### src/rtl/id_ex_stage_pkg.sv
// Shared constants for the ID/EX pipeline register.
//   DATA_W / ADDR_W / CTRL_W : datapath, register-address and control widths
//   REG_ZERO                 : hard-wired zero register; never forwarded
//   CTRL_*                   : bit positions of fields inside the control bundle
package id_ex_stage_pkg;

  localparam int DATA_W = 16;
  localparam int ADDR_W = 4;
  localparam int CTRL_W = 8;

  localparam logic [ADDR_W-1:0] REG_ZERO = 4'h0;

  // Control bundle layout: [3:0] alu_op, [4] regWrite, [5] memRead, [6] memWrite.
  localparam int CTRL_ALU_OP_LSB   = 0;
  localparam int CTRL_ALU_OP_W     = 4;
  localparam int CTRL_REGWRITE_BIT = 4;
  localparam int CTRL_MEMREAD_BIT  = 5;
  localparam int CTRL_MEMWRITE_BIT = 6;

  function automatic logic [CTRL_ALU_OP_W-1:0] ctrl_alu_op(input logic [CTRL_W-1:0] ctrl);
    return ctrl[CTRL_ALU_OP_LSB +: CTRL_ALU_OP_W];
  endfunction

  function automatic logic ctrl_reg_write(input logic [CTRL_W-1:0] ctrl);
    return ctrl[CTRL_REGWRITE_BIT];
  endfunction

  function automatic logic ctrl_mem_read(input logic [CTRL_W-1:0] ctrl);
    return ctrl[CTRL_MEMREAD_BIT];
  endfunction

  function automatic logic ctrl_mem_write(input logic [CTRL_W-1:0] ctrl);
    return ctrl[CTRL_MEMWRITE_BIT];
  endfunction

endpackage

### src/rtl/id_ex_stage_fwd_mux.sv
// Single-operand forwarding selector.
//   addr / rf_data     : source register address and the register-file value
//   ex_en/addr/data    : execute-stage result about to be written
//   wb_en/addr/data    : writeback-stage result being written this cycle
//   operand            : selected value (zero register always reads as zero;
//                        EX beats WB beats the register file)
module id_ex_stage_fwd_mux
  import id_ex_stage_pkg::*;
#(
  parameter int DW = DATA_W,
  parameter int AW = ADDR_W
) (
  input  logic [AW-1:0] addr,
  input  logic [DW-1:0] rf_data,
  input  logic          ex_en,
  input  logic [AW-1:0] ex_addr,
  input  logic [DW-1:0] ex_data,
  input  logic          wb_en,
  input  logic [AW-1:0] wb_addr,
  input  logic [DW-1:0] wb_data,
  output logic [DW-1:0] operand
);

  always_comb begin
    operand = rf_data;
    if (addr == AW'(REG_ZERO)) begin
      operand = '0;
    end else if (ex_en && (ex_addr == addr)) begin
      operand = ex_data;
    end else if (wb_en && (wb_addr == addr)) begin
      operand = wb_data;
    end
  end

endmodule

### src/rtl/id_ex_stage.sv
// ID/EX pipeline register with EX->ID and WB->ID operand forwarding.
//   CLK, Reset_n        : rising-edge clock, asynchronous active-low reset
//   Stall, Flush        : hold contents / insert bubble (Flush wins)
//   in_valid, Read1..3, Data1..3, in_imm, in_ctrl : decode-slot contents
//   ex_fwd_*            : execute-stage result for forwarding
//   wb_regWrite/addr/data : writeback result for forwarding
//   ex_valid, ex_A/B/C, ex_src1..3, ex_imm, ex_ctrl : registered execute slot
//
// Flow control: every output is a flop. On each rising edge, Flush turns the
// slot into a bubble (ex_valid=0, ex_ctrl=0, rest held); otherwise Stall holds
// the slot, only refreshing a held operand whose source register is being
// written back; otherwise the slot loads, with ex_valid taking in_valid and
// ex_ctrl forced to zero for a non-valid slot.
module id_ex_stage
  import id_ex_stage_pkg::*;
#(
  parameter int DW = DATA_W,
  parameter int AW = ADDR_W,
  parameter int CW = CTRL_W
) (
  input  logic          CLK,
  input  logic          Reset_n,
  input  logic          Stall,
  input  logic          Flush,
  input  logic          in_valid,
  input  logic [AW-1:0] Read1,
  input  logic [AW-1:0] Read2,
  input  logic [AW-1:0] Read3,
  input  logic [DW-1:0] Data1,
  input  logic [DW-1:0] Data2,
  input  logic [DW-1:0] Data3,
  input  logic [DW-1:0] in_imm,
  input  logic [CW-1:0] in_ctrl,
  input  logic          ex_fwd_en,
  input  logic [AW-1:0] ex_fwd_addr,
  input  logic [DW-1:0] ex_fwd_data,
  input  logic          wb_regWrite,
  input  logic [AW-1:0] wb_addr,
  input  logic [DW-1:0] wb_data,
  output logic          ex_valid,
  output logic [DW-1:0] ex_A,
  output logic [DW-1:0] ex_B,
  output logic [DW-1:0] ex_C,
  output logic [AW-1:0] ex_src1,
  output logic [AW-1:0] ex_src2,
  output logic [AW-1:0] ex_src3,
  output logic [DW-1:0] ex_imm,
  output logic [CW-1:0] ex_ctrl
);

  logic [AW-1:0] rd_addr [3];
  logic [DW-1:0] rd_data [3];
  logic [DW-1:0] load_op [3];
  logic [DW-1:0] hold_op [3];

  logic          valid_q, valid_d;
  logic [DW-1:0] op_q  [3];
  logic [DW-1:0] op_d  [3];
  logic [AW-1:0] src_q [3];
  logic [AW-1:0] src_d [3];
  logic [DW-1:0] imm_q, imm_d;
  logic [CW-1:0] ctrl_q, ctrl_d;

  assign rd_addr[0] = Read1;
  assign rd_addr[1] = Read2;
  assign rd_addr[2] = Read3;
  assign rd_data[0] = Data1;
  assign rd_data[1] = Data2;
  assign rd_data[2] = Data3;

  for (genvar n = 0; n < 3; n++) begin : g_port
    // Operand selected when the slot loads.
    id_ex_stage_fwd_mux #(.DW(DW), .AW(AW)) u_load_mux (
      .addr    (rd_addr[n]),
      .rf_data (rd_data[n]),
      .ex_en   (ex_fwd_en),
      .ex_addr (ex_fwd_addr),
      .ex_data (ex_fwd_data),
      .wb_en   (wb_regWrite),
      .wb_addr (wb_addr),
      .wb_data (wb_data),
      .operand (load_op[n])
    );

    // Operand kept while stalled: the EX producer is stalled too, so only a
    // writeback into the held source register may update it, and only for a
    // real instruction.
    id_ex_stage_fwd_mux #(.DW(DW), .AW(AW)) u_hold_mux (
      .addr    (src_q[n]),
      .rf_data (op_q[n]),
      .ex_en   (1'b0),
      .ex_addr ('0),
      .ex_data ('0),
      .wb_en   (valid_q & wb_regWrite),
      .wb_addr (wb_addr),
      .wb_data (wb_data),
      .operand (hold_op[n])
    );
  end

  always_comb begin
    valid_d = valid_q;
    imm_d   = imm_q;
    ctrl_d  = ctrl_q;
    for (int n = 0; n < 3; n++) begin
      op_d[n]  = op_q[n];
      src_d[n] = src_q[n];
    end

    if (Flush) begin
      valid_d = 1'b0;
      ctrl_d  = '0;
    end else if (Stall) begin
      for (int n = 0; n < 3; n++) begin
        op_d[n] = hold_op[n];
      end
    end else begin
      valid_d = in_valid;
      imm_d   = in_imm;
      ctrl_d  = in_valid ? in_ctrl : '0;
      for (int n = 0; n < 3; n++) begin
        op_d[n]  = load_op[n];
        src_d[n] = rd_addr[n];
      end
    end
  end

  always_ff @(posedge CLK or negedge Reset_n) begin
    if (!Reset_n) begin
      valid_q <= 1'b0;
      imm_q   <= '0;
      ctrl_q  <= '0;
      for (int n = 0; n < 3; n++) begin
        op_q[n]  <= '0;
        src_q[n] <= '0;
      end
    end else begin
      valid_q <= valid_d;
      imm_q   <= imm_d;
      ctrl_q  <= ctrl_d;
      for (int n = 0; n < 3; n++) begin
        op_q[n]  <= op_d[n];
        src_q[n] <= src_d[n];
      end
    end
  end

  assign ex_valid = valid_q;
  assign ex_A     = op_q[0];
  assign ex_B     = op_q[1];
  assign ex_C     = op_q[2];
  assign ex_src1  = src_q[0];
  assign ex_src2  = src_q[1];
  assign ex_src3  = src_q[2];
  assign ex_imm   = imm_q;
  assign ex_ctrl  = ctrl_q;

endmodule
### config.mk
export PLATFORM = sky130hd
export DESIGN_NAME = id_ex_stage
export DESIGN_NICKNAME = d
export VERILOG_FILES = /design/src/rtl/id_ex_stage_pkg.sv /design/src/rtl/id_ex_stage_fwd_mux.sv /design/src/rtl/id_ex_stage.sv
export SDC_FILE = /design/constraint.sdc
export NUM_CORES = 1
export LEC_CHECK = 0
export BUFFER_PORTS_ARGS = -buffer_cell sky130_fd_sc_hd__buf_4
export CORE_MARGIN = 3
export CORE_UTILIZATION = 54
export DETAILED_ROUTE_END_ITERATION = 12
export HOLD_SLACK_MARGIN = 0.02
export PLACE_DENSITY_LB_ADDON = 0.25
export SYNTH_ARGS = -nofsm -noshare
export SYNTH_HDL_FRONTEND = slang
export SYNTH_SLANG_ARGS = --single-unit
### constraint.sdc
create_clock -name CLK -period 5.1 [get_ports CLK]
set_input_delay 0.255 -clock CLK [delete_from_list [all_inputs] [get_ports CLK]]
set_output_delay 0.255 -clock CLK [all_outputs]
set_load 0.05 [all_outputs]
==> metrics.txt <==
run status=finished clean; height of the die=108 um; diode count=0; Post-synth EDFFs=0; Cell Rows=36; overall routed net length=20700 um; Synth top cells by count=dfrtp_1 (85), nor2_1 (83), a21oi_1 (53); Starting Density=0.567; Arr. time, crit path=2.88 ns; Area after DPL=7200 um2; Post-Place Setup Slack=2.49 ns; number of gates resized after CTS=0; Post-Syn Area per Cell=9.87 um2; Die ar.=11700 um2; RSZ-0062 raised after global routing=false; initial antenna violation count=0; slew margin rel.=0.139; Final ANT Viol Nets=0; crit-path max FO=17; Nets=893; Slew @ Worst Pin=1.29 ns; largest net degree at the start of global routing=54; startpoint types=flip-flop; fin. max-slew vios=0; FMAX=390 MHz; DRT Pass-1 Iters=5; Core ar.=9950 um2; top post-synthesis cells by area=dfrtp_1 (38%), a2111oi_2 (8.0%), o21a_1 (6.4%), mux2_2 (5.6%), nor2_1 (5.5%); PwrDens=337 nW/um2; Synth Flop Type=dfrtp_1; ys async rst share=1.00; number of vias in the routed layout=5855; clk_lat worst skew=0.38 ns; Final Hold Viols=0; top cell type's share of synthesized area=0.377; I/O pin total=216; RePlAce Congestion=1.11; Syn-to-layout area delta=31.6%; PnR worst setup slack=2.53 ns; total grt overflow=0; Worst Setup End Kind=flip-flop; endpoints failing setup=0; clock buffer depth=2; Net Count, Synth=703; Buf+Inv Stages, Crit Path=0; vias in the first global route=5968; leading area contributor after synthesis=dfrtp_1; DRT iter0 DRCs=591; Seq/Total Area, Yosys=0.377; CTS sink count=85; peak supply drop=0.221 mV; slowest CP cell=nor4_4; Remaining DRCs=0; CP top delay family=simple AND/OR/NAND/NOR gates; Vias/cell=6.51; H-tree Lvls=3; TritonCTS Buffers=9; Die Span X=108 um; Clock Root Buffer=clkbuf_8; Setup CP Type=flip-flop to flip-flop; Core Util, Final=0.746; total leakage power=3.34 nW; GRT Overall Usage=0.351; final worst path period need=2.57 ns; Port Buf Inserts=215; most frequent cell after synthesis=dfrtp_1; Mapped Area=5640 um2; Clock Skew=0.00923 ns; MaxCap Viol Count=0; part of the cycle the worst path needs=0.503; Critical Path RT=5.41 ns; setup tns final=0 ns; critical path's largest stage delay=0.92 ns; crit-path cells=xor2_1 > nor4_4 > a21o_1 > o22ai_1 > nor2_1; Yosys warning count=0; design area=7430 um2; HPWL after detailed placement=15500 um; first-pass GRT wire length=31600 um; count of cell types in the netlist=34; CTS clk-pin slew, worst paths=0.09 ns; Routed WL per cell=23.1 um; #FFs+latches synth=85; HP Class=input pin to flip-flop; CTS tree=built; Syn Inst Count=572; share of cells above drive strength 1=0.402
per-layer routing:
metal	GRT usage	vias up	wire length (um)
met5	0	-	0
met4	0.197	0	1130
met3	0.0901	94	2200
met2	0.585	419	9980
met1	0.413	2798	7440
li1	-	2544	-
logic make-up after synthesis:
group	synth area share
flops	0.377
mux	0.0559
buf+inv	0.0470
simple gates	0.174
xor+xnor	0.0559
compound gates	0.290
report_power, final:
part           internal (mW)  switching, mW
Sequential             0.784         0.0847
Combinational          0.365          0.721
Clock                  0.278          0.271
Total                   1.43           1.08
state kept, by name (all words and copies together) (netlist names):
| signal | flops |
|---|---|
| ex_imm | 16 |
| ex_src2 | 4 |
| ex_src1 | 4 |
| ex_A | 16 |
| ex_B | 16 |
| ex_ctrl | 8 |
| ex_valid | 1 |
| ex_C | 16 |
| ex_src3 | 4 |
cell usage in the layout, fill, tap and decap left out, drive strengths merged, types with 7 or more instances in the layout:
cell	netlist	final
buf	21	220
nand2	7	7
nor2	84	84
and3	48	48
o21a	48	48
clkbuf	21	11
a21oi	56	56
dfrtp	85	85
xnor2	12	12
o22ai	48	48
nand2b	16	16
mux2	28	28
a2111oi	48	48
xor2	24	24
nor4	9	9
what timing repair did:
action	4_1_cts	5_1_grt
endpoints found under the setup margin	0	0
buffers inserted	0	0
endpoints found under the hold margin	40	0
hold buffers	1	0
layout make-up:
type                            instances  area [um2]
Timing Repair Buffer                  221        1660
Inverter                                1        3.75
Fill cell                             742        2530
Multi-Input combinational cell        444        3250
Clock buffer                           11         131
Tap cell                              133         166
Clock inverter                          5        85.1
Sequential cell                        85        2130
worst paths after layout:
| kind | endpoint | cells after the start | start | slack, ns |
|---|---|---|---|---|
| max in group asynchronous | ex_src3[3] | 3 | Reset_n | 3.66 |
| worst min-delay path | ex_imm[11] | 2 | in_imm[11] | 0.11 |
| worst max register to register | ex_A[13] | 5 | ex_src1[3] | 2.53 |
| min in group asynchronous | ex_B[14] | 2 | Reset_n | 0.40 |
| worst min register to register | ex_imm[11] | 1 | ex_imm[11] | 0.52 |
| worst max-delay path | ex_A[13] | 5 | ex_src1[3] | 2.53 |
stage by stage:
step	hold slack, ns	instances	power [mW]
detailed placement	0.277	883	1.96
finish	0.108	900	2.50
global placement	0.266	883	1.94
CTS	0.101	900	2.50
global route	0.0950	900	2.59
floorplan	-0.0406	572	1.57
(Power assumes the default switching activity.)
